==> config.mk <==
export PLATFORM = sky130hd
export DESIGN_NAME = instr_fetch
export DESIGN_NICKNAME = d
export VERILOG_FILES = /design/src/rtl/instr_fetch.sv
export SDC_FILE = /design/constraint.sdc
export NUM_CORES = 1
export LEC_CHECK = 0
export BUFFER_PORTS_ARGS = -buffer_cell sky130_fd_sc_hd__buf_2
export CELL_PAD_IN_SITES_DETAIL_PLACEMENT = 1
export CELL_PAD_IN_SITES_GLOBAL_PLACEMENT = 1
export CORE_UTILIZATION = 45
export CTS_BUF_LIST = sky130_fd_sc_hd__clkbuf_16
export CTS_CLUSTER_SIZE = 12
export DETAILED_ROUTE_END_ITERATION = 10
export GPL_TIMING_DRIVEN = 0
export PLACE_DENSITY_LB_ADDON = 0.1
export SLEW_MARGIN = 40
export SYNTH_ARGS = -nofsm -noshare
export SYNTH_HDL_FRONTEND = slang
export SYNTH_SLANG_ARGS = --single-unit
==> constraint.sdc <==
create_clock -name clk -period 9.9 [get_ports clk]
set_input_delay 1.98 -clock clk [delete_from_list [all_inputs] [get_ports clk]]
set_output_delay 1.98 -clock clk [all_outputs]
set_load 0.02 [all_outputs]
==> src/rtl/instr_fetch.sv <==
// Instruction fetch: one outstanding memory read feeding a small
// in-order fetch queue, with redirect flush and in-flight drop.
module instr_fetch #(
  parameter int DEPTH = 4
) (
  input  logic        clk,
  input  logic        reset,
  input  logic [31:0] pc_index,
  input  logic        pc_valid,
  output logic        pc_ready,
  output logic        mem_req,
  output logic [31:0] mem_addr,
  input  logic        mem_ack,
  input  logic [31:0] mem_rdata,
  input  logic        redirect,
  output logic        inst_valid,
  input  logic        inst_ready,
  output logic [31:0] inst_data,
  output logic [31:0] inst_pc
);

  localparam int PW = $clog2(DEPTH);
  localparam int CW = PW + 1;

  typedef enum logic [1:0] {
    IDLE,
    REQ,
    DROP
  } state_e;

  state_e        state_q;
  logic [31:0]   idx_q;
  logic          mem_req_q;
  logic [31:0]   mem_addr_q;

  logic [PW-1:0] wr_ptr_q, wr_ptr_d;
  logic [PW-1:0] rd_ptr_q, rd_ptr_d;
  logic [CW-1:0] count_q, count_d;

  logic [31:0]   data_q [DEPTH];
  logic [31:0]   pc_q   [DEPTH];

  logic          accept;
  logic          push;
  logic          pop;

  assign pc_ready = (state_q == IDLE)
                  & (count_q < CW'(DEPTH))
                  & ~redirect;

  assign accept = pc_valid & pc_ready;

  // A response is only kept when it answers a live request.
  assign push = reset & (state_q == REQ)
              & mem_ack & ~redirect;

  assign inst_valid = (count_q != '0);
  assign pop = inst_valid & inst_ready & ~redirect;

  assign mem_req  = mem_req_q;
  assign mem_addr = mem_addr_q;

  assign inst_data = inst_valid ? data_q[rd_ptr_q] : '0;
  assign inst_pc   = inst_valid ? pc_q[rd_ptr_q]   : '0;

  always_ff @(posedge clk) begin
    if (!reset) begin
      state_q    <= IDLE;
      idx_q      <= '0;
      mem_req_q  <= 1'b0;
      mem_addr_q <= '0;
    end else begin
      case (state_q)
        IDLE: begin
          if (accept) begin
            idx_q      <= pc_index;
            mem_addr_q <= {pc_index[29:0], 2'b00};
            mem_req_q  <= 1'b1;
            state_q    <= REQ;
          end
        end
        REQ: begin
          if (mem_ack) begin
            mem_req_q <= 1'b0;
            state_q   <= IDLE;
          end else if (redirect) begin
            state_q <= DROP;
          end
        end
        DROP: begin
          if (mem_ack) begin
            mem_req_q <= 1'b0;
            state_q   <= IDLE;
          end
        end
        default: begin
          mem_req_q <= 1'b0;
          state_q   <= IDLE;
        end
      endcase
    end
  end

  always_comb begin
    wr_ptr_d = wr_ptr_q;
    rd_ptr_d = rd_ptr_q;
    count_d  = count_q;
    if (redirect) begin
      wr_ptr_d = '0;
      rd_ptr_d = '0;
      count_d  = '0;
    end else begin
      if (push) wr_ptr_d = wr_ptr_q + PW'(1);
      if (pop)  rd_ptr_d = rd_ptr_q + PW'(1);
      unique case ({push, pop})
        2'b10:   count_d = count_q + CW'(1);
        2'b01:   count_d = count_q - CW'(1);
        default: count_d = count_q;
      endcase
    end
  end

  always_ff @(posedge clk) begin
    if (!reset) begin
      wr_ptr_q <= '0;
      rd_ptr_q <= '0;
      count_q  <= '0;
    end else begin
      wr_ptr_q <= wr_ptr_d;
      rd_ptr_q <= rd_ptr_d;
      count_q  <= count_d;
    end
  end

  // Storage needs no reset; the read side is gated by inst_valid.
  always_ff @(posedge clk) begin
    if (push) begin
      data_q[wr_ptr_q] <= mem_rdata;
      pc_q[wr_ptr_q]   <= idx_q;
    end
  end

endmodule

Word level (Yosys, flattened, before mapping)
Memories as Yosys holds them, arrays and structs flattened. A register that Yosys moved wholly into a read port is not among the register bits.
Index checks and enable logic that the tools add are counted.
Widths: inputs -> output; s select.
{"block": "totals", "ram_bits": 256, "inputBits": 70, "output_inout_bits": 99, "register_bits": 72, "elab_cells": 57, "memories": 2}
{"name": "data_q", "words": 4, "word_bits": 32, "rd": 1, "rd_clocked_by_memory_dff": 1, "wr": 1, "line": "40", "rtl": "logic [31:0] data_q [DEPTH];"}
{"name": "pc_q", "words": 4, "word_bits": 32, "rd": 1, "rd_clocked_by_memory_dff": 1, "wr": 1, "line": "41", "rtl": "logic [31:0] pc_q [DEPTH];"}
{"block": "op_classes", "n_reduce_logical": 8, "eq_ne": 8, "addsub": 4, "muxes": 17, "bitwise": 10, "n_lt_le_gt_ge": 1}
{"operator": "$mux 32", "n": 2}
{"operator": "$mux 2", "n": 8}
{"operator": "$and 1x1->1", "n": 8}
{"operator": "$pmux 2 s3", "n": 1}
{"operator": "$pmux 3 s2", "n": 1}
{"operator": "$add 2x1->2 const B", "n": 2}
{"operator": "$eq 2x1->1 const B", "n": 2}
{"operator": "$eq 2x2->1 const B", "n": 2}
{"operator": "$mux 1", "n": 4}
{"operator": "$ne 2x2->1 const B", "n": 2}
{"operator": "$reduce_and 2->1", "n": 2}
{"operator": "$reduce_or 2->1", "n": 2}
{"operator": "$add 3x1->3 const B", "n": 1}
{"operator": "$lt 3x3->1 const B", "n": 1}
{"operator": "$ne 3x3->1 const B", "n": 1}
{"operator": "$reduce_and 3->1", "n": 1}
{"operator": "$reduce_bool 3->1", "n": 1}
{"operator": "$sub 3x1->3 const B", "n": 1}
{"operator": "$logic_not 2->1", "n": 1}
{"operator": "$ne 2x1->1 const B", "n": 1}
{"operator": "$not 1->1", "n": 2}
{"operator": "$pmux 1 s2", "n": 1}
{"operator": "$reduce_bool 2->1", "n": 1}

Logic depth before layout (Yosys ltp)
Gate-level depths: netlist of run 1.
{"block": "logic_depth", "depth_word": 6, "ltp_mapped": 11, "depth_no_buf": 11}

Least setup slack after synthesis of run 1
No wires, ideal clock.
{"block": "synth_timing", "kind": "input-to-reg", "start": "input port redirect", "end": "memory data_q[0][0], enable pin", "t_arrival_ns": 4.035, "n_path_buf": 1, "setup_ns": 0.429, "slack_ns": 5.436, "required_ns": 9.471, "stages": 4, "path_cell_list": "nand2b_1 > buf_2 > nor2_2 > and2_1"}
{"block": "synth_between", "elab_chain_cells": 4}
{"element": "start, declared", "line": "15", "rtl": "input logic redirect,"}
{"element": "$not 1->1", "line": "55", "rtl": "& mem_ack & ~redirect;"}
{"element": "$and 1x1->1", "line": "55"}
{"element": "$mux 1", "line": "137", "rtl": "if (push) begin"}
{"element": "$mux 1 (not written as such)", "line": "138", "rtl": "data_q[wr_ptr_q] <= mem_rdata;"}
{"element": "end, declared", "line": "40"}
No other way between the ends.

Worst setup path after layout of run 1
{"block": "layout_timing", "start": "input port redirect", "end": "output port pc_ready"}
{"block": "layout_between", "elab_chain_cells": 2}
{"element": "$not 1->1", "line": "49", "rtl": "& ~redirect;"}
{"element": "$and 1x1->1", "line": "49"}
{"element": "end, declared", "line": "10", "rtl": "output logic pc_ready,"}
No other way between the ends.

==> reports/qor.tcl, run 1 <==
set qor(cts_resized) 0
set qor(dpl.cell_count) 1155
set qor(gp_congestion) 0.739
set qor(place_area_um2) 13200
set qor(dp_slack_ns) 5.38
set qor(drtPass1Iterations) 6
set qor(die_w_um) 164
set qor(final_nets) 938
set qor(syn_area_per_cell_um2) 18.2
set qor(ant_nets) 0
set qor(crit_required_ns) 7.92
set qor(max_freq_ghz) 0.221
set qor(fin_util_pct) 55.5
set qor(drt-vias-per-instance) 5.12
set qor(max_slew_margin_pct) 60.5
set qor(design_area_um2) 14100
set qor(totalNegativeSetupSlack_ns) 0
set qor(groute.usage.overall_pct) 19.6
set qor(vias_in_the_first_global_route) 6797
set qor(drive_gt1_share_pct) 37.0
set qor(worstReg2RegStart) {count_q[2]}
set qor(timing.reg2reg.setup_slack_ns) 7.28
set qor(final.fill_count) 2392
set qor(start_kind) {input port}
set qor(clkTransAtPathRegs_ns) 0.06
set qor(timing.max_cap.violations) 0
set qor(ctsHtreeMaxLevel) 1
set qor(cts-root-to-sink-buffers) 3
set qor(boundaryPins) 169
set qor(buffer_ports.inserted) 166
set qor(synth_area_um2) 11800
set qor(synth_top_flop_cell) {edfxtp_1}
set qor(rows) 58
set qor(synth_enable_flop_cells) 256
set qor(cts_tree) {done}
set qor(detail_route.drc_violations) 0
set qor(grt_start_max_net_pins) 34
set qor(fin_crit_sh_pct) 45.7
set qor(fp.coreArea_um2) 25500
set qor(slew_viol_final) 0
set qor(cellLeakagePower_nw) 5.21
set qor(setup_viol) 0
set qor(setup_slack_ns) 5.38
set qor(layout_skew_ns) 0.00997
set qor(period_needed_ns) 4.52
set qor(yosysWarningCount) 0
set qor(clk_latency_ns) 0.54
set qor(chipHeight_um) 164
set qor(outcome) {finished clean}
set qor(layoutNonFillerInstCount) 1214
set qor(power-per-cell-area_nw_per_um2) 188
set qor(end_of_the_worst_register_to_register_path) {count_q[2]}
set qor(worst_hold_path.endpoint) {state_q[1]}
set qor(area_delta_synth_final_pct) 19.5
set qor(worstHoldPathType) {reg2reg}
set qor(grt_setup_unrepaired) {false}
set qor(postSynthCellCount) 652
set qor(drt_iter0_drc) 307
set qor(cts_setup_buffers) 0
set qor(holdPathStages) 2
set qor(synth_seq_cells) 300
set qor(antenna_found_initial) 2
set qor(overall_power_of_the_completed_layout_mw) 2.66
set qor(async_flop_share_pct) 0
set qor(critPathCaptureType) {primary output}
set qor(postCtsHoldBufs) 0
set qor(cts-buffers-inserted) 31
set qor(hp-start) {state_q[1]}
set qor(worst_hold_slack_ns) 0.486
set qor(grt_pass1_wl_um) 38800
set qor(path_max_fanout) 4
set qor(cts.root.buffer_cell) {clkbuf_16}
set qor(initial_core_util_pct) 46.5
set qor(r2r.worst_path.cells) 10
set qor(route.final.wire_length_um) 25700
set qor(finalHoldViolCount) 0
set qor(power.ir.vdd_worst_v) 0.000124
set qor(synth_seq_area_share_pct) 72.4
set qor(worstMarginPinSlew_ns) 0.593
set qor(synth_cell_type_count) 35
set qor(cts.sinks) 300
set qor(grt_remaining_overflow) 0
set qor(cp_data_arrival_time_ns) 2.54
set qor(die_area_um2) 27000
set qor(critical_path_class) {in2out}
set qor(routed_length_per_placed_instance_um) 21.1
set qor(dp_hpwl_um) 16900
set qor(vias) 6214
-- layout by cell type (no fill, tap or decap), types with 8 or more instances in the layout --
| master | netlist | layout |
|---|---|---|
| clkbuf_1 | 13 | 13 |
| dfxtp_1 | 44 | 44 |
| buf_2 | 9 | 175 |
| edfxtp_1 | 256 | 256 |
| buf_12 | 6 | 12 |
| nand2_1 | 69 | 69 |
| mux4_2 | 60 | 60 |
| ha_1 | 9 | 9 |
| nor2_1 | 9 | 9 |
| clkbuf_16 | 0 | 31 |
| inv_1 | 9 | 23 |
| a21boi_1 | 30 | 30 |
| and2_1 | 69 | 65 |
| clkinv_1 | 0 | 8 |
| buf_4 | 35 | 35 |
-- cells in the mapped netlist, types with 2 or more instances --
master	count	area share (%)
xor2_1	4	0.30
buf_12	6	1.0
and2_1	69	3.6
ha_1	9	0.95
or3_1	2	0.11
buf_4	35	2.2
buf_2	9	0.38
edfxtp_1	256	65
a21boi_0	2	0.13
mux4_1	4	0.89
mux2i_1	3	0.25
nand2_1	69	2.2
mux4_2	60	11
a21boi_1	30	1.9
a21oi_1	3	0.13
clkbuf_1	13	0.41
dfxtp_1	44	7.4
inv_1	9	0.29
nor2_1	9	0.29
-- layout make-up --
type	count	area (um^2)	share of cell area (%)
antenna	2	5.00	0.0354
tap	330	413	2.92
timing repair buffer	172	951	6.72
buffer	65	493	3.48
clock buffer	31	776	5.48
inverter	9	33.8	0.239
multi-input combinational	279	2750	19.5
sequential	300	8570	60.6
clock inverter	26	153	1.08
-- sequential cells by signal, summed over array words and instances, names as in the netlist, named ones only --
name and flops:
pc_q 128, mem_req 1, wr_ptr_q 2, state_q 2, count_q 3, rd_ptr_q 2
data_q 128, idx_q 32
-- how the worst max path moves through the flow --
stage | start | endpoint | slack [ns]
floorplan | redirect | data_q[0][0] | 5.44
CTS | count_q[2] | inst_pc[21] | 5.30
detailed placement | redirect | pc_ready | 5.38
finish | redirect | pc_ready | 5.38
global route | count_q[2] | inst_pc[12] | 5.24
global placement | redirect | data_q[1][26] | 3.89
-- cell families after synthesis --
group                    after synthesis  synth area share, %
flip-flops                           300                 72.4
buffers and inverters                 74                 4.45
XOR/XNOR                               5                0.370
AO/OA/AOI/OAI                         39                 2.42
adder cells (fa/ha/maj)               10                 1.12
other                                  1               0.0317
multiplexers                          67                 12.6
AND/OR/NAND/NOR                      156                 6.65
-- per-layer routing --
metal	wire (um)	global-route usage, %	up-vias
li1	-	-	2845
met1	10700	24.3	3174
met2	13200	35.2	153
met3	1240	3.41	40
met4	469	5.39	2
met5	13	0	-
-- power breakdown --
part | leakage (nW) | switching [mW] | internal (mW)
Combinational | 2.01 | 0.0995 | 0.0752
Clock | 0.505 | 0.443 | 0.611
Sequential | 2.69 | 0.0253 | 1.41
-- critical path, cell delays in order --
cell and delay [ns]:
buf_2 0.13, nor3b_2 0.22, buf_2 0.20
(Power assumes the default switching activity.)
==> inputs of run 2 (changes only) <==
--- a/config.mk
+++ b/config.mk
@@ -5,10 +5,11 @@
 export SDC_FILE = /design/constraint.sdc
 export NUM_CORES = 1
 export LEC_CHECK = 0
+export ABC_AREA = 1
 export BUFFER_PORTS_ARGS = -buffer_cell sky130_fd_sc_hd__buf_2
 export CELL_PAD_IN_SITES_DETAIL_PLACEMENT = 1
 export CELL_PAD_IN_SITES_GLOBAL_PLACEMENT = 1
-export CORE_UTILIZATION = 45
+export CORE_UTILIZATION = 41
 export CTS_BUF_LIST = sky130_fd_sc_hd__clkbuf_16
 export CTS_CLUSTER_SIZE = 12
 export DETAILED_ROUTE_END_ITERATION = 10
==> constraint.sdc (replaced) <==
create_clock -name clk -period 4.1 [get_ports clk]
set_input_delay 0.82 -clock clk [delete_from_list [all_inputs] [get_ports clk]]
set_output_delay 0.82 -clock clk [all_outputs]
set_load 0.02 [all_outputs]
==> reports/qor.tcl, run 2 <==
set qor(critPathCaptureType) {primary output}
set qor(cts-buffers-inserted) 34 ;# +9.7%
set qor(gp_congestion) 0.733 ;# -0.80%
set qor(clk_latency_ns) 0.50 ;# -0.04 ns
set qor(cp_data_arrival_time_ns) 2.25 ;# -0.29 ns
set qor(vias_in_the_first_global_route) 8677 ;# +28%
set qor(post-synth-top-area-fraction_pct) 63.9 ;# -1.1 points
set qor(start_kind) {register}
set qor(holdPathStages) 2 ;# unchanged
set qor(cts_resized) 0 ;# unchanged
set qor(most_frequent_standard_cell_in_the_layout_excluding_fill_and_tap_cells) {nor2_1}
set qor(grtUsageMet3_pct) 3.07 ;# -0.34 points
set qor(postCtsHoldBufs) 0 ;# unchanged
set qor(chipHeight_um) 173 ;# +5.6%
set qor(dp_hpwl_um) 21000 ;# +25%
set qor(route.final.wire_length_um) 31500 ;# +23%
set qor(grt_setup_unrepaired) {false}
set qor(power.ir.vdd_worst_v) 0.000270 ;# +120%
set qor(outcome) {finished clean}
set qor(syn_area_per_cell_um2) 11.7 ;# -35%
set qor(groute.layer.met1.usage_pct) 27.4 ;# +3.1 points
set qor(buffer_ports.inserted) 165 ;# -0.60%
set qor(power-per-cell-area_nw_per_um2) 484 ;# +160%
set qor(worstMarginPinSlew_ns) 0.770 ;# +0.176 ns
set qor(rows) 62 ;# +6.9%
set qor(slew_viol_final) 0 ;# unchanged
set qor(cts_setup_buffers) 0 ;# unchanged
set qor(most-common-layout-cells) {nor2_1, edfxtp_1, buf_2, o21ai_0, a21oi_1}
set qor(grt.met2_usage_pct) 37.0 ;# +1.8 points
set qor(synth_seq_cells) 300 ;# unchanged
set qor(dp_slack_ns) 1.24 ;# -4.13 ns
set qor(fin_util_pct) 51.3 ;# -4.2 points
set qor(critical_path_class) {reg2out}
set qor(detail_route.drc_violations) 0 ;# unchanged
set qor(cellLeakagePower_nw) 5.69 ;# +9.3%
set qor(path_max_fanout) 10 ;# +6
set qor(drt-vias-per-instance) 5.07 ;# -0.92%
set qor(die_area_um2) 30000 ;# +11%
set qor(grt_pass1_wl_um) 48800 ;# +26%
set qor(worstReg2RegStart) {state_q[1]}
set qor(async_flop_share_pct) 0 ;# unchanged
set qor(post_synth_main_area_contributors) {edfxtp_1, nor2_1, dfxtp_1}
set qor(max_freq_ghz) 0.326
set qor(fp.coreArea_um2) 28800 ;# +13%
set qor(worstHoldPathType) {reg2reg}
set qor(layoutNonFillerInstCount) 1651 ;# +36%
set qor(most_frequent_cells_after_synthesis) {nor2_1, edfxtp_1, o21ai_0}
set qor(dominant_cell_by_count_in_the_synthesized_netlist) {nor2_1}
set qor(antenna_found_initial) 1 ;# -1
set qor(cts.root.buffer_cell) {clkbuf_16}
set qor(synth_seq_area_share_pct) 71.2 ;# -1.2 points
set qor(period_needed_ns) 3.07
set qor(initial_core_util_pct) 41.8 ;# -4.7 points
set qor(die_w_um) 173 ;# +5.6%
set qor(clkTransAtPathRegs_ns) 0.06 ;# about the same
set qor(fin_crit_sh_pct) 74.8
set qor(yosysWarningCount) 0 ;# unchanged
set qor(groute.usage.overall_pct) 21.1 ;# +1.5 points
set qor(ant_nets) 0 ;# unchanged
set qor(drive_gt1_share_pct) 24.3 ;# -13 points
set qor(max_slew_margin_pct) 48.7 ;# -12 points
set qor(routed_length_per_placed_instance_um) 19.1 ;# -9.8%
set qor(synth_enable_flop_cells) 256 ;# unchanged
set qor(synth_area_um2) 12000 ;# +1.6%
set qor(postSynthCellCount) 1024 ;# +57%
set qor(timing.max_cap.violations) 0 ;# unchanged
set qor(end_of_the_worst_register_to_register_path) {data_q[3][7]}
set qor(drtPass1Iterations) 4 ;# -2
set qor(area_delta_synth_final_pct) 22.8
set qor(cts.sinks) 300 ;# unchanged
set qor(ctsHtreeMaxLevel) 2 ;# +1
set qor(synth_cell_type_count) 23 ;# -34%
set qor(crit_required_ns) 3.28 ;# -4.64 ns
set qor(cts_tree) {done}
set qor(grt_remaining_overflow) 0 ;# unchanged
set qor(grt_busiest_layer) {met2}
set qor(layout_skew_ns) 0.0110 ;# +0.00101 ns
set qor(boundaryPins) 169 ;# unchanged
set qor(synth.largest_area_cell) {edfxtp_1}
set qor(dpl.cell_count) 1590 ;# +38%
set qor(drt_iter0_drc) 402 ;# +31%
set qor(finalHoldViolCount) 0 ;# unchanged
set qor(hp-start) {mem_req}
set qor(timing.critical_path.to) {inst_pc[11]}
set qor(biggestRegsByFlops) {data_q (128), pc_q (128), idx_q (32)}
set qor(setup_viol) 0 ;# unchanged
set qor(final_nets) 1322 ;# +41%
set qor(r2r.worst_path.cells) 6 ;# -4
set qor(setup_slack_ns) 1.03 ;# -4.35 ns
set qor(grt_start_max_net_pins) 18 ;# -47%
set qor(timing.reg2reg.setup_slack_ns) 1.94 ;# -5.34 ns
set qor(synth_top_flop_cell) {edfxtp_1}
set qor(vias) 8373 ;# +35%
set qor(cts-root-to-sink-buffers) 3 ;# unchanged
[run 2: area by class of cell]
type / instances / area [um^2]
buffer: 92 / 598
multi-input combinational: 606 / 2800
inverter: 27 / 101
tap: 384 / 480
clock buffer: 37 / 926
timing repair buffer: 181 / 1180
clock inverter: 23 / 124
fill: 3100 / 14000
sequential: 300 / 8570
antenna: 1 / 2.50
[run 2: kinds of logic (layout without fill, tap and decap cells)]
kind of cell / after synthesis / count (layout) / synth area share [%]
other cells: 1 / 3 / 0.0312
compound gates: 273 / 273 / 11.4
fa+ha+maj: 10 / 10 / 1.10
simple gates: 321 / 321 / 10.5
buf+inv: 119 / 360 / 5.81
flops: 300 / 300 / 71.2
[run 2: worst max-delay path: stages (launching register included)]
cell      delay [ns]
dfxtp_1         0.34
inv_2           0.06
buf_4           0.18
clkbuf_1        0.47
o21ai_0         0.22
a21oi_1         0.25
buf_2           0.21
[run 2: power by group]
| part | internal, mW | total [mW] | switching (mW) |
|---|---|---|---|
| combinational | 0.285 | 0.751 | 0.466 |
| clock | 1.68 | 2.84 | 1.16 |
| sequential | 3.46 | 3.57 | 0.105 |
[run 2: per-layer routing]
layer  up-vias  routed length, um
li1       3980                  -
met1      4152              13900
met2       197              15700
met3        44               1240
met4         0                604
met5         -                  0
[run 2: how the worst min path moves through the flow]
stage | end | slack [ns]
final | mem_req | 0.49
after global routing | data_q[1][16] | 0.51
after CTS | mem_req | 0.50
after detailed placement | mem_req | 0.49
after global placement | mem_req | 0.46
after floorplan | pc_q[0][30] | 0.46
[run 2: stage by stage]
step           total power, mW  hold WS [ns]  cell area, um^2  setup TNS, ns
2_1_floorplan             4.09         0.461            12000         -55.60
3_3_place_gp              4.35         0.462            13300        -743.58
3_5_place_dp              4.39         0.488            13700              0
4_1_cts                   7.23         0.502            14800              0
5_1_grt                   7.43         0.509            14800              0
6_report                  7.15         0.493            14800              0
